<file path="config.mk">
export PLATFORM = sky130hd
export DESIGN_NAME = sipo_load
export DESIGN_NICKNAME = d
export VERILOG_FILES = /design/src/rtl/sipo_load_pkg.sv /design/src/rtl/sipo_ctrl.sv /design/src/rtl/sipo_load.sv
export SDC_FILE = /design/constraint.sdc
export NUM_CORES = 1
export LEC_CHECK = 0
export ABC_AREA = 1
export CAP_MARGIN = 20
export CORE_ASPECT_RATIO = 1.1
export CORE_MARGIN = 5
export CORE_UTILIZATION = 40
export CTS_BUF_LIST = sky130_fd_sc_hd__clkbuf_8
export DETAILED_ROUTE_END_ITERATION = 12
export PLACE_DENSITY = 0.71
export SYNTH_ARGS = -nofsm -noshare
export SYNTH_HDL_FRONTEND = slang
export SYNTH_SLANG_ARGS = --single-unit
</file>
<file path="constraint.sdc">
create_clock -name clk -period 1.7 [get_ports clk]
set_input_delay 0.425 -clock clk [delete_from_list [all_inputs] [get_ports clk]]
set_output_delay 0.425 -clock clk [all_outputs]
set_load 0.01 [all_outputs]
</file>
<file path="src/rtl/sipo_load_pkg.sv">
// Shared constants and state encoding for the sipo_load frame assembler.
package sipo_load_pkg;

  localparam int PE_NUM_DEF = 8;
  localparam int DATA_WIDTH = 16;

  typedef enum logic [1:0] {
    COLLECT = 2'd0,
    FULL    = 2'd1,
    FLUSH   = 2'd2
  } sipo_state_t;

endpackage

</file>
<file path="src/rtl/sipo_ctrl.sv">
// Control for sipo_load: FSM, word counter, handshakes and shift enable.
// Optional short-frame support is built when SIPO_TLAST_EN is defined.
module sipo_ctrl
  import sipo_load_pkg::*;
#(
  parameter int PE_NUM = PE_NUM_DEF
) (
  input  logic clk,
  input  logic rst,
  input  logic s_in_v,
`ifdef SIPO_TLAST_EN
  input  logic s_in_last,
  output logic p_out_short,
`endif
  input  logic p_out_rdy,
  output logic s_in_rdy,
  output logic p_out_v,
  output logic shift,
  output logic zero_in
);

  localparam int CW = $clog2(PE_NUM);
  localparam logic [CW-1:0] CNT_LAST = CW'(PE_NUM - 1);

  sipo_state_t   state_q, state_d;
  logic [CW-1:0] cnt_q, cnt_d;
  logic          short_q, short_d;
  logic          rdy_c;
  logic          acc;
  logic          last_w;

`ifdef SIPO_TLAST_EN
  assign last_w      = s_in_last;
  assign p_out_short = short_q;
`else
  assign last_w = 1'b0;
`endif

  // Ready is held low while reset is asserted regardless of state.
  assign s_in_rdy = rdy_c & rst;
  assign acc      = s_in_v & s_in_rdy;

  // State, counter and short-frame flag registers.
  always_ff @(posedge clk or negedge rst) begin
    if (!rst) begin
      state_q <= COLLECT;
      cnt_q   <= '0;
      short_q <= 1'b0;
    end else begin
      state_q <= state_d;
      cnt_q   <= cnt_d;
      short_q <= short_d;
    end
  end

  // Next-state, counter and handshake decode.
  always_comb begin
    state_d = state_q;
    cnt_d   = cnt_q;
    short_d = short_q;
    rdy_c   = 1'b0;
    p_out_v = 1'b0;
    shift   = 1'b0;
    zero_in = 1'b0;
    case (state_q)
      COLLECT: begin
        rdy_c = 1'b1;
        if (acc) begin
          shift = 1'b1;
          if (cnt_q == CNT_LAST) begin
            state_d = FULL;
            cnt_d   = '0;
            short_d = 1'b0;
          end else begin
            cnt_d = cnt_q + CW'(1);
            if (last_w) state_d = FLUSH;
          end
        end
      end
      FULL: begin
        p_out_v = 1'b1;
        rdy_c   = p_out_rdy;
        if (p_out_rdy) begin
          short_d = 1'b0;
          state_d = COLLECT;
          cnt_d   = '0;
          if (acc) begin
            // Word arriving with the frame hand-off starts the next frame.
            shift = 1'b1;
            cnt_d = CW'(1);
            if (last_w) state_d = FLUSH;
          end
        end
      end
      FLUSH: begin
        shift   = 1'b1;
        zero_in = 1'b1;
        if (cnt_q == CNT_LAST) begin
          state_d = FULL;
          cnt_d   = '0;
          short_d = 1'b1;
        end else begin
          cnt_d = cnt_q + CW'(1);
        end
      end
      default: begin
        state_d = COLLECT;
        cnt_d   = '0;
      end
    endcase
  end

endmodule

</file>
<file path="src/rtl/sipo_load.sv">
// Serial-in/parallel-out frame assembler: PE_NUM words form one frame,
// lane 0 holds the first word received. SIPO_TLAST_EN adds short frames.
module sipo_load
  import sipo_load_pkg::*;
#(
  parameter int PE_NUM = PE_NUM_DEF,
  parameter int WW     = 2 * DATA_WIDTH
) (
  input  logic                 clk,
  input  logic                 rst,
  input  logic                 s_in_v,
  input  logic [WW-1:0]        s_in,
  output logic                 s_in_rdy,
`ifdef SIPO_TLAST_EN
  input  logic                 s_in_last,
  output logic                 p_out_short,
`endif
  output logic [PE_NUM*WW-1:0] p_out,
  output logic                 p_out_v,
  input  logic                 p_out_rdy
);

  logic [PE_NUM-1:0][WW-1:0] sr;
  logic                      shift;
  logic                      zero_in;

  sipo_ctrl #(.PE_NUM(PE_NUM)) u_ctrl (
    .clk         (clk),
    .rst         (rst),
    .s_in_v      (s_in_v),
`ifdef SIPO_TLAST_EN
    .s_in_last   (s_in_last),
    .p_out_short (p_out_short),
`endif
    .p_out_rdy   (p_out_rdy),
    .s_in_rdy    (s_in_rdy),
    .p_out_v     (p_out_v),
    .shift       (shift),
    .zero_in     (zero_in)
  );

  // Shift toward lane 0; the newest word (or pad zero) enters the top lane.
  always_ff @(posedge clk or negedge rst) begin
    if (!rst) begin
      sr <= '0;
    end else if (shift) begin
      for (int k = 0; k < PE_NUM - 1; k++) sr[k] <= sr[k+1];
      sr[PE_NUM-1] <= zero_in ? '0 : s_in;
    end
  end

  assign p_out = sr;

endmodule

</file>
==> impl_metrics.env, run 1 <==
export IMPL_outcome="finished, final reports clean"
export IMPL_ys_top_cells_by_count="524 x nand2_1, 260 x dfrtp_1, 259 x nand3_1"
export IMPL_die_x_um=163
export IMPL_synthFlopType="dfrtp_1"
export IMPL_critPathTopFamily="flip-flops"
export IMPL_combinationalPowerShare=0.264
export IMPL_synth_async_reset_ratio=1.00
export IMPL_h_tree_depth=2
export IMPL_wl_um=30200
export IMPL_intPower_mw=12.9
export IMPL_path_cells="dlygate4sd2_1"
export IMPL_dpl_cell_count=1743
export IMPL_crit_arrival_ps=1230
export IMPL_grt_pass1_vias=8778
export IMPL_path_buf_inv=1
export IMPL_rows=61
export IMPL_cts_tree="built"
export IMPL_post_drt_wl_per_cell_um=16.4
export IMPL_hold_class="input pin to async pin"
export IMPL_worstSetupPathType="flop to primary output"
export IMPL_max_cap_violations=0
export IMPL_syn_cell_area_mm2=0.0103
export IMPL_cts_root_buf="clkbuf_8"
export IMPL_setup_viol=0
export IMPL_clkSlewWorstSetupHoldPaths_ps=60
export IMPL_multi_input_area_mm2=0.00335
export IMPL_rsz0062_at_grt="yes"
export IMPL_cts_made_buffers=43
export IMPL_syn_inst=1142
export IMPL_synth_warning_count=0
export IMPL_fin_cells=1845
export IMPL_core_mm2=0.0253
export IMPL_cts_buffer_depth=3
export IMPL_irDropWorstVdd_uv=601
export IMPL_via_count=8957
export IMPL_critPathCaptureType="primary output"
export IMPL_fill_cells=2334
export IMPL_overflow=0
export IMPL_post_route_period_util=0.972
export IMPL_numPortBuffers=293
export IMPL_drive_gt1_frac=0.107
export IMPL_postPlaceCellArea_mm2=0.0139
export IMPL_pwr_share_seq=0.452
export IMPL_min_period_ps=1650
export IMPL_p_clk_frac=0.284
export IMPL_yosysUniqueCellTypes=14
export IMPL_hold_viol_final=0
export IMPL_p_leak_nw=8.30
export IMPL_ant_nets=0
export IMPL_post_synth_top_count_cell="nand2_1"
export IMPL_synth_edf_count=0
export IMPL_drc=0
export IMPL_die_area_mm2=0.0290
export IMPL_dp_hpwl_um=20200
export IMPL_synth_seq_cells=260
export IMPL_timing_setup_tns_ps=0
export IMPL_fmax_ghz=0.605
export IMPL_gp_congestion=0.780
export IMPL_required_ps=1270
export IMPL_power_density_mw_per_mm2=1280
export IMPL_drt_first_iter_violations=714
export IMPL_synth_top_area_share=0.633
export IMPL_tightest_slew_ps=639
export IMPL_slowest_delay_ps=390
export IMPL_seqCellArea_mm2=0.00651
export IMPL_post_synth_top_area_cell="dfrtp_1"
export IMPL_synth_nets=1180
export IMPL_final_nets=1512
export IMPL_p_sw_mw=6.03
export IMPL_sw_frac_of_total=0.319
export IMPL_yosysSeqAreaShare=0.633
export IMPL_slew_violations=0
export IMPL_crit_slowest_cell="dfrtp_1"
export IMPL_cts_sinks=260
export IMPL_die_h_um=178
export IMPL_final_setup_skew_ps=19.4
export IMPL_start_kind="flop"
export IMPL_drt_pass1_iter_count=5
export IMPL_area_growth_pct=43.4
export IMPL_grt_antenna_before_repair=0
export IMPL_critPathMaxFanout=3
export IMPL_grt_max_degree=108
export IMPL_grt_usage=0.204
export IMPL_start_util=0.406
export IMPL_stdcell_area_mm2=0.0148
export IMPL_clk_latency_ps=530
export IMPL_grt_pass1_wl_um=48200
export IMPL_detail_route_vias_per_cell=4.85
export IMPL_n_antenna_cell=0
export IMPL_io_pins=294
export IMPL_max_slew_margin=0.574
export IMPL_synthTopCellsByArea="dfrtp_1 63%, nand2_1 19%, nand3_1 13%"
export IMPL_syn_avg_cell_area_um2=9.01
[registers in the layout, indices dropped and copies added (netlist names)]
signal          cells
p_out             256
u_ctrl.cnt_q        3
u_ctrl.state_q      1
[path summary, 6_finish.rpt]
path	startpoint	endpoint	slack, ps	cells after the start
min in group clk	s_in_v	p_out[174]$_DFFE_PN0P_	270	3
setup reg to reg	u_ctrl.state_q[0]$_DFFE_PN0P_	p_out[202]$_DFFE_PN0P_	180	5
setup / recovery	p_out[154]$_DFFE_PN0P_	p_out[154]	50	1
hold reg to reg	p_out[15]$_DFFE_PN0P_	p_out[15]$_DFFE_PN0P_	470	2
max in group asynchronous	rst	p_out[159]$_DFFE_PN0P_	1090	3
hold / removal	rst	u_ctrl.cnt_q[2]$_DFFE_PN0P_	80	3
[routing by layer]
layer / GRT usage / wire, um / vias up
met5: 0 / 0 / -
met4: 0.0664 / 772 / 0
met3: 0.0495 / 1900 / 51
met2: 0.321 / 14500 / 304
met1: 0.282 / 13000 / 4272
li1: - / - / 4330
[timing repair]
action                     4_1_cts  5_1_grt
buffers inserted                 7       25
setup endpoints to repair      258      106
pin swaps                        0        1
hold buffers                     0        0
gates resized for setup        309       93
[cells in the final DEF (no fill, tap or decap)]
cell,Yosys,routed
clkbuf_8,0,56
dlygate4sd2_1,0,141
buf_12,0,22
dfrtp_1,260,258
clkdlybuf4s50_1,0,32
buf_8,0,1
buf_4,9,57
dlymetal6s2s_1,0,1
nand4_1,1,1
clkinv_2,0,1
clkinvlp_4,0,1
a21boi_4,1,1
clkbuf_2,0,10
clkdlybuf4s15_2,0,4
inv_2,0,1
nand3_1,259,259
nand3_4,0,1
buf_6,0,3
dfrtp_2,0,2
nor2_1,3,3
nand2_1,524,524
inv_1,4,15
bufinv_16,0,1
ha_1,2,2
o21ai_0,1,1
clkdlybuf4s15_1,0,101
[power groups by stage]
stage	clock network (mW)	registers (mW)	logic, mW
after floorplan	0	9.09	1.48
final	5.37	8.55	4.99
after CTS	5.52	8.55	4.86
after global routing	5.81	8.75	5.48
after global placement	0	8.68	5.53
after detailed placement	0	8.70	5.62
[worst min-delay path, cell delays in order]
cell    delay, ps
buf_8          70
buf_4         150
buf_12        400
[final cells by class]
| class | instances | area share |
|---|---|---|
| clock buffers | 55 | 0.0513 |
| flip-flops and latches | 260 | 0.441 |
| well taps | 346 | 0.0293 |
| inverters | 4 | 0.00102 |
| multi-input cells | 792 | 0.227 |
| clock inverters | 15 | 0.00594 |
| repair buffers | 373 | 0.244 |
[per-stage QoR]
| stage | utilization | power (mW) | hold WS [ps] | worst slack (ps) |
|---|---|---|---|---|
| 5_1_grt | 0.582 | 20.0 | 105 | -22.8 |
| 6_report | 0.582 | 18.9 | 77.1 | 48.3 |
| 3_3_place_gp | 0.548 | 14.2 | 461 | -477 |
| 3_5_place_dp | 0.548 | 14.3 | 464 | -466 |
| 2_1_floorplan | - | 10.6 | 129 | 224 |
| 4_1_cts | 0.572 | 18.9 | 93.7 | -15.7 |
[cells by family after synthesis]
group / count (synthesis) / synth area share
AND/OR/NAND/NOR: 788 / 0.320
AO/OA/AOI/OAI: 2 / 0.00231
adder cells (fa/ha/maj): 2 / 0.00243
buffers and inverters: 90 / 0.0427
flip-flops: 260 / 0.633
(Power assumes the default switching activity.)
==> run 2: changes to the inputs <==
--- a/config.mk
+++ b/config.mk
@@ -13,6 +13,7 @@
 export CTS_BUF_LIST = sky130_fd_sc_hd__clkbuf_8
 export DETAILED_ROUTE_END_ITERATION = 12
 export PLACE_DENSITY = 0.71
+export SKIP_CTS_REPAIR_TIMING = 1
 export SYNTH_ARGS = -nofsm -noshare
 export SYNTH_HDL_FRONTEND = slang
 export SYNTH_SLANG_ARGS = --single-unit
==> run 2 against run 1 <==
  * Non-clock buffer count is 27 lower
  * Largest cell class unchanged
  * Routed wire length is 1.9% higher
  * Global-route usage is 0.16 points lower
  * Combinational power is 6.0% higher
  * Maximum frequency is 0.47% higher
  * Sequential cell count stayed put
  * Total power is 1.7% higher
  * Critical endpoint is now s_in_rdy
  * Clock skew hardly changed
  * Sequential share of layout area is 1.9 points lower
  * Critical path depth is 1 higher
==> impl_metrics.env, run 2 (synthesis gave the netlist of run 1 again) <==
export IMPL_fmax_ghz=0.608
export IMPL_sw_frac_of_total=0.312
export IMPL_slew_violations=0
export IMPL_clkSlewWorstSetupHoldPaths_ps=60
export IMPL_critPathCaptureType="primary output"
export IMPL_setup_ws_ps=56.0
export IMPL_n_antenna_cell=0
export IMPL_ant_nets=0
export IMPL_drt_first_iter_violations=695
export IMPL_max_slew_margin=0.573
export IMPL_final_setup_skew_ps=19.4
export IMPL_grt_max_degree=108
export IMPL_start_util=0.406
export IMPL_post_route_period_util=0.967
export IMPL_power_density_mw_per_mm2=1250
export IMPL_largest_reg_flops=256
export IMPL_worstSetupPathType="flop to primary output"
export IMPL_dp_hpwl_um=20200
export IMPL_wl_um=30800
export IMPL_detail_route_vias_per_cell=4.95
export IMPL_fin_cells=1818
export IMPL_drive_gt1_frac=0.0808
export IMPL_path_cells="a21boi_4 -> buf_6"
export IMPL_pre_cts_ws_ps=-466
export IMPL_max_cap_violations=0
export IMPL_hold_class="input pin to async pin"
export IMPL_setup_viol=0
export IMPL_rsz0062_at_grt="yes"
export IMPL_outcome="finished, final reports clean"
export IMPL_io_pins=294
export IMPL_crit_slowest_cell="dfrtp_1"
export IMPL_combinationalPowerShare=0.275
export IMPL_h_tree_depth=2
export IMPL_clk_latency_ps=520
export IMPL_final_nets=1485
export IMPL_cts_root_buf="clkbuf_8"
export IMPL_die_x_um=163
export IMPL_p_leak_nw=11.4
export IMPL_irDropWorstVdd_uv=592
export IMPL_final_common_cell="nand2_1"
export IMPL_cts_buffer_depth=3
export IMPL_pwr_share_seq=0.446
export IMPL_tightest_slew_ps=641
export IMPL_grt_pass1_wl_um=47800
export IMPL_drt_pass1_iter_count=6
export IMPL_numPortBuffers=293
export IMPL_min_period_ps=1640
export IMPL_required_ps=1270
export IMPL_most_common_layout_cells="524 x nand2_1, 259 x nand3_1, 258 x dfrtp_1"
export IMPL_critPathMaxFanout=2
export IMPL_start_kind="flop"
export IMPL_p_sw_mw=6.01
export IMPL_dpl_cell_count=1743
export IMPL_via_count=8998
export IMPL_finalPower_mw=19.2
export IMPL_grt_pass1_vias=8718
export IMPL_cts_tree="built"
export IMPL_cts_made_buffers=43
export IMPL_grt_antenna_before_repair=0
export IMPL_core_mm2=0.0253
export IMPL_cts_sinks=260
export IMPL_drc=0
export IMPL_overflow=0
export IMPL_rows=61
export IMPL_area_growth_pct=49.9
export IMPL_grt_usage=0.203
export IMPL_slowest_delay_ps=410
export IMPL_p_clk_frac=0.279
export IMPL_die_h_um=178
export IMPL_crit_arrival_ps=1220
export IMPL_post_drt_wl_per_cell_um=16.9
export IMPL_hold_viol_final=0
export IMPL_die_area_mm2=0.0290
export IMPL_gp_congestion=0.780
export IMPL_intPower_mw=13.2
-- run 2: power groups by stage --
stage | clock network (mW) | logic, mW | registers, mW
floorplan | 0 | 1.48 | 9.09
global placement | 0 | 5.53 | 8.68
detailed placement | 0 | 5.62 | 8.70
CTS | 5.52 | 5.64 | 8.62
global route | 5.80 | 5.77 | 8.78
finish | 5.37 | 5.29 | 8.57
-- run 2: routing by layer --
metal / vias to the layer above / GRT usage / wire length (um)
met1: 4320 / 0.280 / 13100
met3: 55 / 0.0485 / 1970
li1: 4292 / - / -
met2: 331 / 0.319 / 14900
met5: - / 0 / 0
met4: 0 / 0.0664 / 809
-- run 2: path summary, 6_finish.rpt --
path                                                from                     endpoint  slack [ps]  cells past startpoint
setup / recovery           u_ctrl.state_q[0]$_DFFE_PN0P_                     s_in_rdy          60                      2
hold / removal                                       rst  u_ctrl.cnt_q[2]$_DFFE_PN0P_          80                      3
setup reg to reg           u_ctrl.state_q[0]$_DFFE_PN0P_       p_out[209]$_DFFE_PN0P_         180                      5
hold reg to reg                    p_out[15]$_DFFE_PN0P_        p_out[15]$_DFFE_PN0P_         470                      2
max in group asynchronous                            rst       p_out[159]$_DFFE_PN0P_        1080                      3
min in group clk                                  s_in_v       p_out[174]$_DFFE_PN0P_         260                      3
-- run 2: final cells by class --
type / count / area (um2)
clock buffers: 55 / 757
clock inverters: 15 / 87.6
repair buffers: 346 / 4260
flip-flops and latches: 260 / 6510
inverters: 4 / 15.0
multi-input cells: 792 / 3350
well taps: 346 / 433
fillers: 2133 / 9930
-- run 2: stage by stage --
| stage | area (um2) | util | hold slack [ps] | TNS [ps] |
|---|---|---|---|---|
| floorplan | 10300 | - | 129 | 0 |
| global placement | 13900 | 0.548 | 461 | -74150 |
| detailed placement | 13900 | 0.548 | 464 | -76910 |
| CTS | 14700 | 0.581 | 93.7 | -57750 |
| global route | 15400 | 0.608 | 102 | -23.4 |
| finish | 15400 | 0.608 | 80.9 | 0 |
-- run 2: worst max-delay path, delay by kind of cell, from the launching register on --
family          cells  cell delay, ps
flops               1             410
buf+inv             1             130
compound gates      1             160
==> edit, RTL diff (settings of run 2) <==
`PE_NUM_DEF`: 8 -> 4.
--- a/src/rtl/sipo_load_pkg.sv
+++ b/src/rtl/sipo_load_pkg.sv
@@ -1,7 +1,7 @@
 // Shared constants and state encoding for the sipo_load frame assembler.
 package sipo_load_pkg;
 
-  localparam int PE_NUM_DEF = 8;
+  localparam int PE_NUM_DEF = 4;
   localparam int DATA_WIDTH = 16;
 
   typedef enum logic [1:0] {
Interface: changed (resized p_out); port bits go from 294 to 166. No check against the original RTL was run, so the function may have changed too.
==> edit against run 2 <==
The flow now finishes with violations (negative setup slack). Clock skew shrank 0.0045 ns. Power is 48% lower. Area after synthesis shrank 50%. Critical path depth up 2. Sequential cell count shrank 129. Synthesized cell count decreased by 50%. Cell count fell by 50%. Final area shrank 49%. Routed wire length down 52%. Critical path type is now in2out. Combinational power fell by 45%. Worst setup slack worse by 0.071 ns.
==> edit: results (changes against run 2) <==
stage;metric;value;unit;change
worst_setup_path;worst_ep_arrival_time;1.29;ns;+0.07 ns
yosys;ys_types;12;;-2
clock_network;clk-insertion-delay-late;0.42;ns;-0.10 ns
status;status;finished with violations;;
sta;slew_headroom;53.50;%;-3.8 points
clock_network;cts_buffers;17;;-60%
placed_design;io_buffers;165;;-44%
clock_network;clock_path_buffers;2;;-1
clock_network;htree_levels;4;;+2
placed_design;post-place-ws;-0.4535;ns;+0.01269 ns
yosys;ys_top_cells_by_area;dfrtp_1 63%, nand2_1 19%, nand3_1 13%;;
placed_design;gp_congestion;0.8069;;+3.5%
grt;grtUsageTotal;19.34;%;-0.95 points
pwr;p_leak;5.568;nW;-51%
worst_setup_path;r2r_cells;6;;+1
yosys;synth_seq_area_share;63.47;%;+0.21 points
yosys;synthAdderAreaFrac;0.2422;%;-0.0011 points
yosys;synth_commonest_cells;261 x nand2_1, 133 x nand3_1, 131 x dfrtp_1, 22 x buf_2, 15 x clkbuf_1;;
pwr;ir_drop;646.5;uV;+9.3%
routing;num_vias;4598;;-49%
yosys;syn_nets;613;;-48%
placed_design;dp_hpwl;9692;um;-52%
sta;hold_ws;0.2094;ns;+0.1285 ns
yosys;synth_compound_area_share;0.4118;%;+0.18 points
worst_setup_path;r2r_end;p_out[52];;
sta;worst_slack;-0.01461;ns;-0.07064 ns
cells_and_area;largest_reg_flops;128;;-50%
sta;setup_viol;1;;+1
cells_and_area;nets;779;;-48%
grt;grt_pass1_wl;23890;um;-50%
status;failed_checks;negative setup slack;;
routing;drt_first_pass_iters;5;;-1
yosys;ys_ff_latch;131;;-50%
edit: layout make-up:
| cell class | instances | share of cell area, % |
|---|---|---|
| inverter | 3 | 0.1433 |
| timing repair buffer | 190 | 28.63 |
| multi-input combinational | 399 | 21.67 |
| clock buffer | 18 | 3.153 |
| clock inverter | 14 | 2.182 |
| tap | 157 | 2.500 |
| sequential | 131 | 41.72 |
edit: power by group:
group	total (mW)	internal [mW]	switching (mW)
logic	2.89	1.51	1.38
clock network	2.75	1.61	1.14
registers	4.39	3.82	0.564
edit: kinds of logic (layout without fill, tap and decap cells):
kind of cell / Yosys count / in the layout
compound gates: 3 / 3
fa+ha+maj: 1 / 1
buf+inv: 46 / 225
flops: 131 / 131
simple gates: 395 / 395
edit: worst max path at each step:
stage | startpoint | end | slack, ns | cells after the start
floorplan | u_ctrl.state_q[0] | s_in_rdy | 0.30 | 2
global placement | p_out_rdy | s_in_rdy | -0.46 | 4
detailed placement | p_out_rdy | s_in_rdy | -0.45 | 4
CTS | p_out_rdy | s_in_rdy | -0.46 | 4
global route | p_out_rdy | s_in_rdy | -0.06 | 4
finish | p_out_rdy | s_in_rdy | -0.01 | 4
edit: stage by stage:
| step | std cells | setup TNS, ns | utilization, % | instance area, sq um |
|---|---|---|---|---|
| floorplan | 576 | 0 | - | 5165 |
| global placement | 868 | -25.13 | 55.56 | 7024 |
| detailed placement | 868 | -26.61 | 55.56 | 7024 |
| CTS | 900 | -15.36 | 58.87 | 7443 |
| global route | 912 | -0.05593 | 62.15 | 7858 |
| finish | 912 | -0.01461 | 62.15 | 7858 |
edit: routing by layer:
metal	GRT usage, %	part of all wire (%)	vias to the layer above
met1	26.20	43	2193
li1	-	-	2187
met4	9.447	3.4	0
met3	5.020	5.5	29
met5	0	0	-
met2	29.16	48	189
edit: worst max-delay path: stages:
cell             delay (ns)
clkdlybuf4s50_1        0.49
inv_1                  0.08
a21boi_4               0.16
buf_6                  0.13
